[src/rtl/mc_control_pkg.sv]
// Shared encodings for the multicycle controller: FSM states, opcodes,
// R-type function codes and ALU select codes. The ALU and the datapath
// use the same package.
package mc_control_pkg;

    typedef enum logic [3:0] {
        S_FETCH  = 4'd0,
        S_DECODE = 4'd1,
        S_MEMADR = 4'd2,
        S_MEMRD  = 4'd3,
        S_MEMWB  = 4'd4,
        S_MEMWR  = 4'd5,
        S_REX    = 4'd6,
        S_RWB    = 4'd7,
        S_BRANCH = 4'd8,
        S_IEX    = 4'd9,
        S_IWB    = 4'd10,
        S_JUMP   = 4'd11
    } state_t;

    localparam logic [5:0] OP_RTYPE = 6'b000000;
    localparam logic [5:0] OP_J     = 6'b000010;
    localparam logic [5:0] OP_BEQ   = 6'b000100;
    localparam logic [5:0] OP_BNE   = 6'b000101;
    localparam logic [5:0] OP_ADDI  = 6'b001000;
    localparam logic [5:0] OP_SLTI  = 6'b001010;
    localparam logic [5:0] OP_ANDI  = 6'b001100;
    localparam logic [5:0] OP_ORI   = 6'b001101;
    localparam logic [5:0] OP_XORI  = 6'b001110;
    localparam logic [5:0] OP_LW    = 6'b100011;
    localparam logic [5:0] OP_SW    = 6'b101011;

    localparam logic [5:0] F_ADD = 6'b100000;
    localparam logic [5:0] F_SUB = 6'b100010;
    localparam logic [5:0] F_AND = 6'b100100;
    localparam logic [5:0] F_OR  = 6'b100101;
    localparam logic [5:0] F_XOR = 6'b100110;
    localparam logic [5:0] F_NOR = 6'b100111;
    localparam logic [5:0] F_SLT = 6'b101010;

    localparam logic [2:0] ALU_ADD = 3'b000;
    localparam logic [2:0] ALU_SUB = 3'b001;
    localparam logic [2:0] ALU_AND = 3'b010;
    localparam logic [2:0] ALU_OR  = 3'b011;
    localparam logic [2:0] ALU_XOR = 3'b100;
    localparam logic [2:0] ALU_NOR = 3'b101;
    localparam logic [2:0] ALU_SLT = 3'b110;
    localparam logic [2:0] ALU_BNE = 3'b111;

    // True for the R-type function codes the datapath implements.
    function automatic logic funct_legal(input logic [5:0] f);
        case (f)
            F_ADD, F_SUB, F_AND, F_OR, F_XOR, F_NOR, F_SLT: funct_legal = 1'b1;
            default:                                        funct_legal = 1'b0;
        endcase
    endfunction

endpackage

[src/rtl/mc_alu_dec.sv]
// ALU decoder: maps the controller state plus op/funct to the ALU select
// code and the immediate zero-extend flag. Purely combinational.
module mc_alu_dec
    import mc_control_pkg::*;
(
    input  logic [3:0] state,
    input  logic [5:0] op,
    input  logic [5:0] funct,
    output logic [2:0] alu_sel,
    output logic       ext_zero
);

    // Select the ALU operation; only REX, BRANCH and IEX use anything but add.
    always_comb begin
        alu_sel  = ALU_ADD;
        ext_zero = 1'b0;
        case (state)
            S_REX: begin
                case (funct)
                    F_SUB:   alu_sel = ALU_SUB;
                    F_AND:   alu_sel = ALU_AND;
                    F_OR:    alu_sel = ALU_OR;
                    F_XOR:   alu_sel = ALU_XOR;
                    F_NOR:   alu_sel = ALU_NOR;
                    F_SLT:   alu_sel = ALU_SLT;
                    default: alu_sel = ALU_ADD;
                endcase
            end
            S_BRANCH: alu_sel = (op == OP_BNE) ? ALU_BNE : ALU_SUB;
            S_IEX: begin
                case (op)
                    OP_ANDI: begin alu_sel = ALU_AND; ext_zero = 1'b1; end
                    OP_ORI:  begin alu_sel = ALU_OR;  ext_zero = 1'b1; end
                    OP_XORI: begin alu_sel = ALU_XOR; ext_zero = 1'b1; end
                    OP_SLTI: alu_sel = ALU_SLT;
                    default: alu_sel = ALU_ADD;
                endcase
            end
            default: ;
        endcase
    end

endmodule

[src/rtl/mc_control.sv]
// Multicycle MIPS-style controller: Moore FSM sequencing fetch, decode,
// execute and writeback. Strobes are forced low while reset is asserted so
// an interrupted instruction never writes memory or the register file.
module mc_control
    import mc_control_pkg::*;
(
    input  logic       clk,
    input  logic       rst_n,
    input  logic [5:0] op,
    input  logic [5:0] funct,
    input  logic       zero,
    output logic       pc_write,
    output logic       pc_write_cond,
    output logic       i_or_d,
    output logic       mem_write,
    output logic       ir_write,
    output logic       reg_dst,
    output logic       mem_to_reg,
    output logic       reg_write,
    output logic       alu_src_a,
    output logic       ext_zero,
    output logic [1:0] alu_src_b,
    output logic [1:0] pc_src,
    output logic [2:0] alu_sel,
    output logic       pc_en,
    output logic       retire,
    output logic [3:0] state
);

    state_t     state_q, state_d;
    logic       pc_write_s, pc_write_cond_s, i_or_d_s, mem_write_s, ir_write_s;
    logic       reg_dst_s, mem_to_reg_s, reg_write_s, alu_src_a_s, retire_s;
    logic       ext_zero_s;

    // State register; reset returns to FETCH without waiting for a clock.
    always_ff @(posedge clk or negedge rst_n) begin
        if (!rst_n) state_q <= S_FETCH;
        else        state_q <= state_d;
    end

    // Next-state and Moore output decode.
    always_comb begin
        state_d         = S_FETCH;
        pc_write_s      = 1'b0;
        pc_write_cond_s = 1'b0;
        i_or_d_s        = 1'b0;
        mem_write_s     = 1'b0;
        ir_write_s      = 1'b0;
        reg_dst_s       = 1'b0;
        mem_to_reg_s    = 1'b0;
        reg_write_s     = 1'b0;
        alu_src_a_s     = 1'b0;
        retire_s        = 1'b0;
        alu_src_b       = 2'b00;
        pc_src          = 2'b00;
        case (state_q)
            S_FETCH: begin
                ir_write_s = 1'b1;
                pc_write_s = 1'b1;
                alu_src_b  = 2'b01;
                state_d    = S_DECODE;
            end
            S_DECODE: begin
                alu_src_b = 2'b11;
                case (op)
                    OP_LW, OP_SW:   state_d = S_MEMADR;
                    OP_BEQ, OP_BNE: state_d = S_BRANCH;
                    OP_ADDI, OP_ANDI, OP_ORI, OP_XORI, OP_SLTI: state_d = S_IEX;
                    OP_J:           state_d = S_JUMP;
                    OP_RTYPE: begin
                        if (funct_legal(funct)) state_d = S_REX;
                        else                    retire_s = 1'b1;
                    end
                    default:        retire_s = 1'b1;
                endcase
            end
            S_MEMADR: begin
                alu_src_a_s = 1'b1;
                alu_src_b   = 2'b10;
                state_d     = (op == OP_SW) ? S_MEMWR : S_MEMRD;
            end
            S_MEMRD: begin
                i_or_d_s = 1'b1;
                state_d  = S_MEMWB;
            end
            S_MEMWB: begin
                reg_write_s  = 1'b1;
                mem_to_reg_s = 1'b1;
                retire_s     = 1'b1;
            end
            S_MEMWR: begin
                i_or_d_s    = 1'b1;
                mem_write_s = 1'b1;
                retire_s    = 1'b1;
            end
            S_REX: begin
                alu_src_a_s = 1'b1;
                state_d     = S_RWB;
            end
            S_RWB: begin
                reg_write_s = 1'b1;
                reg_dst_s   = 1'b1;
                retire_s    = 1'b1;
            end
            S_BRANCH: begin
                alu_src_a_s     = 1'b1;
                pc_write_cond_s = 1'b1;
                pc_src          = 2'b01;
                retire_s        = 1'b1;
            end
            S_IEX: begin
                alu_src_a_s = 1'b1;
                alu_src_b   = 2'b10;
                state_d     = S_IWB;
            end
            S_IWB: begin
                reg_write_s = 1'b1;
                retire_s    = 1'b1;
            end
            S_JUMP: begin
                pc_write_s = 1'b1;
                pc_src     = 2'b10;
                retire_s   = 1'b1;
            end
            default: state_d = S_FETCH;
        endcase
    end

    mc_alu_dec u_alu_dec (
        .state    (state_q),
        .op       (op),
        .funct    (funct),
        .alu_sel  (alu_sel),
        .ext_zero (ext_zero_s)
    );

    assign pc_write      = pc_write_s      & rst_n;
    assign pc_write_cond = pc_write_cond_s & rst_n;
    assign i_or_d        = i_or_d_s        & rst_n;
    assign mem_write     = mem_write_s     & rst_n;
    assign ir_write      = ir_write_s      & rst_n;
    assign reg_dst       = reg_dst_s       & rst_n;
    assign mem_to_reg    = mem_to_reg_s    & rst_n;
    assign reg_write     = reg_write_s     & rst_n;
    assign alu_src_a     = alu_src_a_s     & rst_n;
    assign ext_zero      = ext_zero_s      & rst_n;
    assign retire        = retire_s        & rst_n;
    assign pc_en         = pc_write | (pc_write_cond & zero);
    assign state         = state_q;

endmodule

[config.mk]
export PLATFORM = sky130hd
export DESIGN_NAME = mc_control
export DESIGN_NICKNAME = d
export VERILOG_FILES = /design/src/rtl/mc_control_pkg.sv /design/src/rtl/mc_alu_dec.sv /design/src/rtl/mc_control.sv
export SDC_FILE = /design/constraint.sdc
export NUM_CORES = 1
export LEC_CHECK = 0
export ABC_AREA = 1
export CORE_ASPECT_RATIO = 1.2
export CORE_MARGIN = 3
export CORE_UTILIZATION = 43
export DETAILED_ROUTE_END_ITERATION = 10
export GPL_TIMING_DRIVEN = 1
export PLACE_DENSITY = 0.85
export SLEW_MARGIN = 20
export SYNTH_ARGS = -nofsm -noshare
export SYNTH_HDL_FRONTEND = slang
export SYNTH_SLANG_ARGS = --single-unit
[constraint.sdc]
create_clock -name clk -period 3.3 [get_ports clk]
set_clock_uncertainty 0.2 [all_clocks]
set_input_delay 0.495 -clock clk [delete_from_list [all_inputs] [get_ports clk]]
set_output_delay 0.495 -clock clk [all_outputs]
set_load 0.005 [all_outputs]
### Yosys cells after proc, flatten, opt, wreduce, memory -nomap -nowiden

Index checks and enable logic that the tools add are counted.

| operators by class | value |
|---|---|
| eq/ne operators | 28 |
| mux-type cells | 27 |
| bitwise logic cells | 13 |
| reduce and logical (&&, ||, !) cells | 14 |

Operators by type and width:

| kind | number |
|---|---|
| 6-bit equality test, second input constant | 9 |
| 6-bit by 4-bit equality test with 1-bit output, second input constant | 5 |
| 4-bit case mux with 6 select lines | 1 |
| 4-bit case mux with 5 select lines | 1 |
| 3-bit case mux with 6 select lines | 1 |
| 4-bit by 3-bit equality test with 1-bit output, second input constant | 4 |
| 4-bit equality test, second input constant | 4 |
| 1-bit 2-to-1 mux | 15 |
| 1-bit bitwise AND | 12 |
| 6-bit by 3-bit equality test with 1-bit output, second input constant | 2 |
| 3-bit case mux with 4 select lines | 1 |
| 10-bit OR reduction | 1 |
| 2-bit OR reduction | 5 |
| 3-bit 2-to-1 mux | 3 |
| 3-bit case mux with 3 select lines | 1 |
| 4-bit by 2-bit equality test with 1-bit output, second input constant | 2 |
| 7-bit OR reduction | 1 |
| 6-bit by 2-bit equality test with 1-bit output, second input constant | 1 |
| 6-bit zero test | 1 |
| 2-bit case mux with 3 select lines | 1 |
| 3-bit OR reduction | 2 |
| 6-bit OR reduction | 1 |
| 5-bit OR reduction | 1 |
| 4-bit by 1-bit equality test with 1-bit output, second input constant | 1 |
| other kinds (5) | 6 |

| word-level totals | value |
|---|---|
| register bits | 4 |
| bits of input ports | 15 |
| output and inout bits | 23 |
| word-level logic and storage cells | 83 |

### Longest topological paths before layout

Gate-level depths: netlist (run 1).

| depth | value |
|---|---|
| depth in word-level cells | 9 |
| depth in mapped cells | 10 |
| mapped depth without buffers | 10 |

### Modules after synthesis

Synthesis (run 1) repeated with hierarchy kept, for this count alone.

| second synthesis, totals | value |
|---|---|
| cells, all modules | 154 |
| area total of the unflattened synthesis | 774.5 um2 |

Modules (own cells, without submodules):

| module | times used | cells each | area an instance (um2) | sequential area each (um2) |
|---|---|---|---|---|
| mc_control | 1 | 96 | 519.2 | 100.1 |
| mc_alu_dec | 1 | 58 | 255.2 | 0.0 |

### Worst setup path after synthesis (run 1)

Ideal clock, no wire load.

| timing | value |
|---|---|
| kind | input to output |
| from | input port op[5] |
| to | output port retire |
| arrival time | 1183 ps |
| required time | 2605 ps |
| setup slack | 1422 ps |
| stages on the path | 8 |
| path buffers | 0 |
| cell sequence | nor2_4 nand2_2 nor3_2 nand2_1 nand2_1 nor2_1 nor2_1 nor2_1 |

| on the way | value |
|---|---|
| cells in the longest elaborated chain, start to end | 5 |
| elaborated cells on any way between the ends | 15 |
| those cells by class | 10 x eq/ne; 2 x mux; 1 x bitwise; 2 x reduce/logical |

Ends and longest elaborated chain:

| item | line | source |
|---|---|---|
| start: declaration | mc_control.sv:9 | `input logic [5:0] op,` |
| 6-bit equality test, or another cell as far along | mc_control.sv:65 | `case (op)` |
| 10-bit OR reduction (no line) | -- |  |
| 1-bit case mux with 2 select lines (*) | mc_control.sv:65 |  |
| 1-bit case mux with 2 select lines (*) | mc_control.sv:56 | `case (state_q)` |
| 1-bit bitwise AND (*) | mc_control.sv:147 | `assign retire = retire_s & rst_n;` |
| end: declaration | mc_control.sv:26 | `output logic retire,` |

Mark *: on every way between the ends. The rest lies on a longest branch, timed or not.

### Final worst setup path (run 1)

Ends and elaborated chain as after synthesis.

==> results.yml, run 1 <==
synthesis:
  synth-simple-area-share_pct: 66.0
  synth-seq-area-share_pct: 13.1
  post_synth_fa_ha_maj_area_fraction_pct: 0
  synthDistinctLibCells: 22
  ys_ff_latch: 4
  avgSynthCellArea_um2: 5.52
  yosys_warnings: 0
  synth_mux_area_share_pct: 0
  synthXorXnorAreaFrac_pct: 0
  synth-compound-area-share_pct: 9.03
  netlist.area_leader.share_pct: 17.2
  yosysTopAreaCell: "nand2_1"
  synth_top_family_by_area: "simple AND/OR/NAND/NOR gates"
  synth_area_leaders: "nand2_1 17%, dfrtp_1 13%, nor2_1 12%"
  syn_inst: 138
  synthesis.nets: 153
  netlist_area_um2: 762
finish:
  seqCellArea_um2: 100
  largest_reg_flops: 4
  area.growth.synth_to_final_pct: 55.5
  multi_input_area_um2: 572
  antennaDiodeCount: 0
  fin_cells: 197
  drive_gt1_share_pct: 16.8
  fin_nets: 196
  num-fill-cells: 154
place:
  detailedPlacementHpwl_um: 1910
  port_buffers: 37
  place_congestion: 0.877
  place_inst: 194
worst_setup_path:
  crit_required_ns: 2.60
  rrSetupSlack_ns: 1.85
  cpPeakStageDelay_ns: 0.46
  crit_top_cell: "nor2_1"
  cp_max_fo: 9
  reg2reg_depth: 6
  crit_path_start_kind: "input port"
  path_class: "in -> out"
  cp_slowest_cell: "clkdlybuf4s50_1"
  worstPathArrival_ns: 2.26
  rr_endpoint: "state[1]"
  critPathCaptureType: "primary output"
  reg2reg_from: "state[3]"
  cp_cell_sequence: "clkdlybuf4s50_1, nor2_4, nand3_1, nor2_1, nor2_2, nand3_1, nor2_1, nor2_1, nor2_1, clkdlybuf4s50_1"
routing:
  drt_wl_total_um: 2210
  via_count: 1029
  drt_drc_violations_left: 0
  dr.pass1.iters: 4
  postRouteAntennaNets: 0
  wire_per_inst_um: 11.2
  avgViaCountPerCell: 5.22
  initialDrtViolationCount: 22
global_routing:
  grt_antenna_before_repair: 0
  grt-ovfl-total: 0
  grt_pass1_vias: 985
  grt.total_usage_pct: 21.8
  grt_first_pass_wirelength_um: 3860
  grt_start_max_net_pins: 10
clock_tree:
  htree_levels: 1
  post_cts_resize_count: 0
  cts.hold.buffers_added: 0
  clk_pin_slew_ns: 0.04
  cts_tree: "done"
  numCtsBuffers: 3
  clock_latency_ns: 0.24
  clockRootBuffer: "clkbuf_4"
  clock-sinks: 4
  cts_setup_buffers: 0
  clockBufferDepth: 2
sta:
  finalCritPeriodShare_pct: 89.6
  slew_violations: 0
  final.setup.tns_ns: 0
  setup_viol_count_final: 0
  tightest_slew_ns: 0.336
  fmax_mhz: 338
  period_minus_slack_ns: 2.96
  hold_violations: 0
  maxSlewHeadroom_pct: 77.4
  rsz0062_at_grt: "no"
floorplanning:
  ios: 38
  fp-row-count: 16
  die_w_um: 44.4
  die_h_um: 52.1
  start_util_pct: 45.9
  fp.dieArea_um2: 2310
  core_area_um2: 1660
run:
  cap_violations: 0
power_and_ir_drop:
  power.density_nw_per_um2: 520
  vdd_drop_max_mv: 0.290
  p_leak_uw: 0.000558
hold_path:
  hp-class: "in -> async"
outcome:
  status: "complete, no violations"
[cell usage in the layout (no fill, tap or decap)]
cell type        instances
clkdlybuf4s50_1         37
nand2_1                 35
nor2_1                  24
inv_1                   16
nand3_1                 16
inv_2                    8
nor2_4                   6
nor2_2                   5
o21ai_0                  5
dfrtp_1                  4
clkbuf_4                 3
nand2_2                  2
nand3_2                  2
nor3_1                   2
o211ai_1                 2
nand3b_1                 2
a21oi_1                  2
nor3b_2                  1
nor3_4                   1
nor3_2                   1
nand4_1                  1
a31oi_1                  1
o21ai_1                  1
a211oi_1                 1
buf_4                    1
[synth_stat cells]
| cell type | count |
|---|---|
| nand3b_1 | 2 |
| nor2_1 | 24 |
| a21oi_1 | 2 |
| nand4_1 | 1 |
| o211ai_1 | 2 |
| nor3_2 | 1 |
| nor3_4 | 1 |
| a211oi_1 | 1 |
| inv_1 | 16 |
| o21ai_1 | 1 |
| dfrtp_1 | 4 |
| nor2_4 | 6 |
| nand2_2 | 2 |
| o21ai_0 | 5 |
| nor2_2 | 5 |
| nand3_2 | 2 |
| nand2_1 | 35 |
| nor3b_2 | 1 |
| nand3_1 | 16 |
| nor3_1 | 2 |
| a31oi_1 | 1 |
| inv_2 | 8 |
[power breakdown]
group / internal [uW] / switching [uW]
sequential: 68.5 / 31.9
combinational: 225 / 229
clock: 40.8 / 21.1
[stage by stage]
stage | worst slack, ns | util (%) | hold slack, ns | power [uW] | area [um^2]
2_1_floorplan | 1.42 | - | -0.000591 | 329 | 762
3_3_place_gp | 0.379 | 70.0 | 0.481 | 546 | 1160
3_5_place_dp | 0.357 | 70.0 | 0.477 | 556 | 1160
4_1_cts | 0.358 | 71.3 | 0.365 | 619 | 1180
5_1_grt | 0.194 | 71.3 | 0.378 | 674 | 1180
6_report | 0.342 | 71.3 | 0.363 | 616 | 1180
[worst max-delay path, delay by kind of cell]
| kind | cells | cell delay [ns] |
|---|---|---|
| AND/OR/NAND/NOR | 8 | 0.86 |
| buffers and inverters | 2 | 0.91 |
[cells by family (layout without fill, tap and decap cells)]
logic type	after synthesis	in the layout
AND/OR/NAND/NOR	98	98
flip-flops	4	4
buffers and inverters	24	65
AO/OA/AOI/OAI	12	12
[worst max-delay path by stage]
stage | slack, ns | endpoint | from
6_report | 0.34 | retire | op[5]
5_1_grt | 0.19 | retire | op[5]
4_1_cts | 0.36 | retire | op[5]
3_5_place_dp | 0.36 | retire | op[5]
3_3_place_gp | 0.38 | retire | op[5]
2_1_floorplan | 1.42 | retire | op[5]
[final cells by class]
type | count | area share, %
flip-flops and latches | 4 | 8.45
well taps | 18 | 1.90
multi-input cells | 110 | 48.3
clock buffers | 3 | 1.90
repair buffers | 38 | 31.9
inverters | 24 | 7.60
[routing by layer]
metal	vias up	GRT usage, %	wire length [um]
li1	524	-	-
met1	441	22.5	833
met2	54	41.3	1140
met3	10	2.42	165
met4	0	11.6	69
met5	-	0	0
Power figures use the tool's default switching activity.
==> inputs of run 2 (changes only) <==
CTS_CLUSTER_DIAMETER = 100   (was default)
==> results of run 2 <==
Final layout, timing and power as in run 1 (identical DEF).
